==> src/rtl/uart_tx_arbiter.sv <==
// Round-robin, packet-granular arbiter sharing the UART user tx byte stream.
// Optional per-grant tag byte {4'hA, grant index} enabled by defining UART_ARB_TAG_EN.
module uart_tx_arbiter #(
  parameter int P_NUM_REQ    = 4,
  parameter int P_DATA_WIDTH = 8,
  parameter int P_MAX_BURST  = 16
) (
  input  logic                              S_AXI_ACLK,
  input  logic                              S_AXI_ARESETN,
  input  logic [P_NUM_REQ-1:0]              i_req_valid,
  input  logic [P_NUM_REQ*P_DATA_WIDTH-1:0] i_req_data,
  input  logic [P_NUM_REQ-1:0]              i_req_last,
  output logic [P_NUM_REQ-1:0]              o_req_ready,
  output logic                              o_user_tx_valid,
  output logic [P_DATA_WIDTH-1:0]           o_user_tx_data,
  input  logic                              i_user_tx_ready,
  output logic [P_NUM_REQ-1:0]              o_grant,
  output logic                              o_busy
);

  localparam int LP_IW = $clog2(P_NUM_REQ);
  localparam int LP_CW = $clog2(P_MAX_BURST + 1);
  localparam logic [LP_CW-1:0] LP_MAX = LP_CW'(P_MAX_BURST);
  localparam logic [P_NUM_REQ-1:0] LP_ONE = {{(P_NUM_REQ-1){1'b0}}, 1'b1};

  typedef enum logic [1:0] {
    ST_IDLE = 2'd0,
    ST_XFER = 2'd1,
    ST_TAG  = 2'd2
  } state_t;

  state_t                  r_state;
  logic [LP_IW-1:0]        r_gidx;
  logic [LP_IW-1:0]        r_ptr;
  logic [P_NUM_REQ-1:0]    r_grant;
  logic [LP_CW-1:0]        r_cnt;

  logic                    w_any;
  logic [LP_IW-1:0]        w_next;
  logic                    w_sel_valid;
  logic [P_DATA_WIDTH-1:0] w_sel_data;
  logic                    w_xfer_acc;
  logic [LP_CW-1:0]        w_cnt_inc;
  logic                    w_release;

  // First valid requester strictly after the pointer, wrapping around.
  function automatic logic [LP_IW-1:0] f_rr_pick(input logic [LP_IW-1:0] ptr,
                                                 input logic [P_NUM_REQ-1:0] req);
    logic [LP_IW-1:0] res;
    logic             found;
    int               idx;
    res   = ptr;
    found = 1'b0;
    for (int k = 1; k <= P_NUM_REQ; k++) begin
      idx = int'(ptr) + k;
      if (idx >= P_NUM_REQ) begin
        idx = idx - P_NUM_REQ;
      end else begin
        idx = idx;
      end
      if (req[idx] && !found) begin
        found = 1'b1;
        res   = LP_IW'(idx);
      end else begin
        found = found;
      end
    end
    return res;
  endfunction

  assign w_any       = |i_req_valid;
  assign w_next      = f_rr_pick(r_ptr, i_req_valid);
  assign w_sel_valid = i_req_valid[r_gidx];
  assign w_sel_data  = i_req_data[int'(r_gidx)*P_DATA_WIDTH +: P_DATA_WIDTH];
  assign w_xfer_acc  = (r_state == ST_XFER) && w_sel_valid && i_user_tx_ready;
  assign w_cnt_inc   = r_cnt + LP_CW'(1);
  // Counter never passes LP_MAX: release fires on the byte that reaches it.
  assign w_release   = w_xfer_acc && (i_req_last[r_gidx] || (w_cnt_inc == LP_MAX));

`ifdef UART_ARB_TAG_EN
  logic [7:0] w_tag;
  assign w_tag = {4'hA, 4'(r_gidx)};
`endif

  // Arbitration state machine: grant, burst count and round-robin pointer.
  always_ff @(posedge S_AXI_ACLK or negedge S_AXI_ARESETN) begin
    if (!S_AXI_ARESETN) begin
      r_state <= ST_IDLE;
      r_gidx  <= '0;
      r_ptr   <= LP_IW'(P_NUM_REQ - 1);
      r_grant <= '0;
      r_cnt   <= '0;
    end else begin
      case (r_state)
        ST_IDLE: begin
          if (w_any) begin
            r_gidx  <= w_next;
            r_grant <= LP_ONE << w_next;
            r_cnt   <= '0;
`ifdef UART_ARB_TAG_EN
            r_state <= ST_TAG;
`else
            r_state <= ST_XFER;
`endif
          end
        end
`ifdef UART_ARB_TAG_EN
        ST_TAG: begin
          if (i_user_tx_ready) begin
            r_state <= ST_XFER;
          end
        end
`endif
        ST_XFER: begin
          if (w_xfer_acc) begin
            r_cnt <= w_cnt_inc;
          end
          if (w_release) begin
            r_ptr   <= r_gidx;
            r_grant <= '0;
            r_state <= ST_IDLE;
          end
        end
        default: begin
          r_grant <= '0;
          r_state <= ST_IDLE;
        end
      endcase
    end
  end

  // Datapath passthrough from the registered grant; nothing driven while idle.
  always_comb begin
    o_user_tx_valid = 1'b0;
    o_user_tx_data  = '0;
    o_req_ready     = '0;
    case (r_state)
      ST_XFER: begin
        o_user_tx_valid     = w_sel_valid;
        o_user_tx_data      = w_sel_data;
        o_req_ready[r_gidx] = i_user_tx_ready;
      end
`ifdef UART_ARB_TAG_EN
      ST_TAG: begin
        o_user_tx_valid = 1'b1;
        o_user_tx_data  = P_DATA_WIDTH'(w_tag);
      end
`endif
      default: begin
        o_user_tx_valid = 1'b0;
        o_user_tx_data  = '0;
        o_req_ready     = '0;
      end
    endcase
  end

  assign o_grant = r_grant;
  assign o_busy  = (r_state != ST_IDLE);

endmodule

==> config.mk <==
export PLATFORM = sky130hd
export DESIGN_NAME = uart_tx_arbiter
export DESIGN_NICKNAME = d
export VERILOG_FILES = /design/src/rtl/uart_tx_arbiter.sv
export SDC_FILE = /design/constraint.sdc
export NUM_CORES = 1
export LEC_CHECK = 0
export BUFFER_PORTS_ARGS = -buffer_cell sky130_fd_sc_hd__buf_2
export CAP_MARGIN = 20
export CORE_ASPECT_RATIO = 0.75
export CORE_MARGIN = 2
export CORE_UTILIZATION = 44
export DETAILED_ROUTE_END_ITERATION = 10
export PLACE_DENSITY_LB_ADDON = 0.15
export REMOVE_ABC_BUFFERS = 1
export SETUP_SLACK_MARGIN = 0.2
export SLEW_MARGIN = 20
export SYNTH_ARGS = -nofsm -noshare
export SYNTH_HDL_FRONTEND = slang
export SYNTH_SLANG_ARGS = --single-unit
==> constraint.sdc <==
create_clock -name S_AXI_ACLK -period 2.15 [get_ports S_AXI_ACLK]
set_input_delay 0.3225 -clock S_AXI_ACLK [delete_from_list [all_inputs] [get_ports S_AXI_ACLK]]
set_output_delay 0.3225 -clock S_AXI_ACLK [all_outputs]
set_load 0.005 [all_outputs]
[Word-level counts from Yosys, hierarchy flattened]
Cells that the tools add are included.
Storage, ports and cells
  register bits after elaboration: 15
  bits in latches: 0
  memory bits (writable): 0
  memory bits (read-only): 0
  bits of input ports: 43
  output and inout bits: 18
  memories kept: 0
Cells by class
  $add $sub $neg: 9
  multipliers: 0
  divide/modulo/power cells: 0
  order comparisons: 10
  eq/ne operators: 5
  shift operators: 2
  multiplexer cells: 41
  bitwise logic cells: 1
  reduce and logical (&&, ||, !) cells: 19
Operators by type and width (count)
  $lt A32 B4 Y1 const B: 4
  $mux W32: 4
  $shiftx A32 B6 Y8: 1
  $mux W1: 15
  $bmux W1 S2: 6
  $mux W2: 6
  $mux W4: 3
  $sub A3 B3 Y4 const B: 3
  $mux W5: 2
  $pmux W5 S2: 1
  $ge A3 B3 Y1 const B: 3
  $mux W8: 1
  $pmux W4 S2: 1
  $logic_and A1 B1 Y1: 7
  $add A2 B2 Y3 const B: 2
  $ne A2 B2 Y1 const B: 3
  $reduce_and A2 Y1: 3
  $add A5 B1 Y5 const B: 1
  $eq A5 B5 Y1 const B: 1
  $sub A4 B3 Y5 const B: 1
  $add A2 B3 Y4 const B: 1
  $and A4 B4 Y4: 1
  $ge A4 B3 Y1 const B: 1
  $pmux W2 S2: 1
  other kinds (12): 15

[Longest topological paths before layout]
  depth in word-level cells: 19
  depth in mapped cells: 6
  mapped depth without buffers: 5

[Worst setup path before layout]
No wires, ideal clock.
  path kind: register to register
  from: register r_gidx[1]
  to: register r_cnt[3]
  setup time: 0.126 ns
  data arrival time: 1.469 ns
  slack: 0.555 ns
  stages on the path, launching flop included: 7
  period minus slack after synthesis: 1.595 ns
  path through: dfrtp_1 -> buf_6 -> mux4_2 -> nand3_2 -> buf_6 -> nor2_1 -> a311o_1
Between the ends
  word-level cells in the longest chain between the ends: 6
RTL lines
  start, declared: line 33  | logic [LP_IW-1:0] r_gidx;
  start signal, assigned: line 97  | r_gidx <= w_next;
  $bmux W1 S2: line 73  | assign w_sel_valid = i_req_valid[r_gidx];
  $mux W1 (implied by the code): line 73
  $logic_and A1 B1 Y1 (2 in series): line 75  | assign w_xfer_acc = (r_state == ST_XFER) && w_sel_valid && i_user_tx_ready;
  $ne A2 B2 Y1 (no line)
  $reduce_and A3 Y1 (no line)
  end signal, assigned: line 116  | r_cnt <= w_cnt_inc;
  end, declared: line 36  | logic [LP_CW-1:0] r_cnt;
Every way passes these cells. The select of a mux whose other input is x is not followed.
A chain may end at the register's enable or synchronous reset.

[Final worst setup path]
  from: register r_gidx[0]
  to: output port o_user_tx_data[2]
Between the ends
  word-level cells in the longest chain between the ends: 2
RTL lines
  $shiftx A32 B6 Y8: line 74  | assign w_sel_data = i_req_data[int'(r_gidx)*P_DATA_WIDTH +: P_DATA_WIDTH];
  $mux W8: line 137  | case (r_state)
  end, declared: line 15  | output logic [P_DATA_WIDTH-1:0] o_user_tx_data,
Every way passes these cells.

==> run metrics <==
largest family of logic cells by synthesized area multiplexers; CP max FO 7; Top delay family on crit path multiplexers; critical path's most frequent cell buf_6; # diodes 0; NumNets Final between 200 and 250; multiplexer share of the synthesized area about a quarter; Hold Violations, Final 0; Syn Inst Count 100; Hold Path Class input pin to async pin; #FFs+latches synth 14; Primary FF master, synth dfrtp_1; DRT Pass-1 Iters 4; Pleak 0.755 nW; DIE AREA ~0.0030 sq mm; setup slack after layout around 0.20 ns; clock root buffer clkbuf_4; Slowest-stage cell, CP mux4_2; CTS max path bufs 2; Syn. warnings 0; Final Critical Period between 1.5 and 2 ns; Port Buffers 60; clk sink count 14; Async S/R FF share, synth between 90% and 100%; Setup Crit Path Kind flip-flop to output port; grt ovf 0; Residual DRC 0; area delta synth->final 36.5%; CTS buffer count 3; post-synthesis xor/xnor area fraction less than 1%; Area contributors post-synth dfrtp_1 27%, mux4_2 14%, mux4_1 7.0%, dfstp_2 4.7%, and2_1 4.5%; area leader, netlist dfrtp_1; global-route wire length before repair 4560 um; Starting DRT DRC Count 34; CTS tree done; Die X-Extent around 62 um; CP Capture Type output port; skew final between 0.002 and 0.0025 ns; top-level port count just over 60; actual slew at the worst max-slew pin between 0.3 and 0.4 ns; Non-Filler Instances 201; post-synth top area share approximately 27%; number of vias per cell approximately 5.3; ANT nets after route 0; vias in the first global route between 1000 and 1500; Max stage delay on crit path 0.50 ns; CP required between 1.5 and 2 ns; CP Data Arrival Time 1.63 ns; compound-cell area share of the yosys netlist about 17%; largest net degree at the start of global routing 15; synthesized area 0.00112 sq mm; Fmax achieved approximately 510 MHz; dpl hpwl roughly 2300 um; fin. max-slew vios 0; average size of a mapped cell between 10 and 15 sq um; most common cell in the netlist dfrtp_1; max-capacitance violation count 0; unrepaired setup endpoints after global routing yes; Worst-Skew Late Latency 0.28 ns; placed insts 193; setup violators final 0; Post-synth top cells 12 x dfrtp_1, 8 x and2_1, 7 x mux4_2, 7 x o21ai_0, 6 x inv_1; die height between 40 and 50 um; CP Buf/Inv Count 2; initial antenna violation count 0; Worst-path clk slew approximately 0.090 ns; period utilization between 90% and 100%; Post-Synth Adder-Cell Area 1.12%; CP Launch Type flip-flop; sequential-to-total area share from yosys stat 31.5%; Final GP Congestion about 0.75; CTS H-tree depth 1; setup TNS 0 ns; Std-Cell Rows 15; Post-synth EDFFs 0; layout cell share with drive strength beyond 1 a little under three fifths; Tot Pwr ~1.8 mW; outcome completed; initial core utilization between 40% and 50%; PwrDens between 1000 and 1500 mW/mm^2; routed via count about 1100; core area roughly 0.0023 sq mm; Setup WS pre-CTS between 0.3 and 0.4 ns; worst-path cell chain buf_6, mux4_2, and2_4, buf_6; worst vdd ir between 0.0005 and 0.0006 V; post-synthesis simple-gate area fraction roughly 17%; count of cell types in the netlist 34; WL/cell 14.7 um; gr usage total between 20% and 30%; final wirelength just under 3000 um; Rel. slew slack between 70% and 80%
## logic make-up (layout without fill, tap and decap cells)
group | after synthesis | in the layout
simple gates | 35 | 35
compound gates | 24 | 24
flops | 14 | 14
buf+inv | 13 | 80
mux | 12 | 12
fa+ha+maj | 1 | 1
xor+xnor | 1 | 1
## power by group
group | internal (mW) | switching (mW)
clock | 0.103 | 0.0872
combinational | 0.671 | 0.452
sequential | 0.378 | 0.114
## per-layer routing
| layer | GRT usage, % | up-vias | wire, um |
|---|---|---|---|
| met5 | 0 | - | 0 |
| met4 | 5.33 | 0 | 32 |
| met3 | 5.18 | 4 | 148 |
| met2 | 37.8 | 33 | 1490 |
| met1 | 24.5 | 524 | 1280 |
| li1 | - | 508 | - |
## path summary, 6_finish.rpt
kind / slack (ns) / end / cells past startpoint / from
worst max-delay path: 0.20 / o_user_tx_data[2] / 4 / r_gidx[0]$_DFFE_PN0P_
worst min-delay path: 0.47 / r_cnt[4]$_DFFE_PN0P_ / 2 / S_AXI_ARESETN
worst max register to register: 0.34 / o_grant[1]$_DFFE_PN0P_ / 5 / r_gidx[0]$_DFFE_PN0P_
worst min register to register: 0.53 / o_grant[2]$_DFFE_PN0P_ / 1 / o_grant[2]$_DFFE_PN0P_
max in group asynchronous: 1.38 / r_ptr[0]$_DFFE_PN1P_ / 2 / S_AXI_ARESETN
min in group S_AXI_ACLK: 0.53 / o_grant[2]$_DFFE_PN0P_ / 1 / o_grant[2]$_DFFE_PN0P_
## layout make-up
cell class                      count  area [sq um]
Clock buffer                        4          36.3
Tap cell                           34          42.5
Timing Repair Buffer               70           404
Multi-Input combinational cell     73           669
Sequential cell                    14           354
Fill cell                         226           817
Inverter                            6          22.5
## stage by stage
stage / hold slack (ns) / instance area [sq um] / util, %
2_1_floorplan: 0.0269 / 1050 / -
3_3_place_gp: 0.235 / 1440 / 61.2
3_5_place_dp: 0.238 / 1440 / 61.2
4_1_cts: 0.466 / 1500 / 64.1
5_1_grt: 0.493 / 1530 / 65.2
6_report: 0.472 / 1530 / 65.2
## cell usage in the layout (no fill, tap or decap), types with 2 or more instances in the layout
| master | count |
|---|---|
| mux2_4 | 2 |
| inv_1 | 6 |
| nor3_1 | 3 |
| o21ai_0 | 7 |
| nand2b_1 | 3 |
| buf_2 | 57 |
| nand3_1 | 5 |
| buf_6 | 5 |
| clkbuf_4 | 3 |
| a32o_1 | 4 |
| dfrtp_1 | 11 |
| dfstp_2 | 2 |
| mux4_2 | 10 |
| and2_1 | 5 |
| nor2_1 | 5 |
| nand2_1 | 5 |
| and2_2 | 2 |
| o21a_1 | 3 |
| a21o_1 | 2 |
| and2_4 | 3 |
| buf_4 | 7 |
## sequential cells by signal, indices dropped and copies added (netlist names)
signal and flops:
r_cnt 5, o_grant 4, r_gidx 2, r_ptr 2
r_state 1
## repair_timing
item	CTS	global route
endpoints found under the hold margin	12	0
gates resized for setup	2	10
setup buffers	2	1
setup endpoints to repair	8	8
hold buffers	1	0
(Power assumes the default switching activity.)
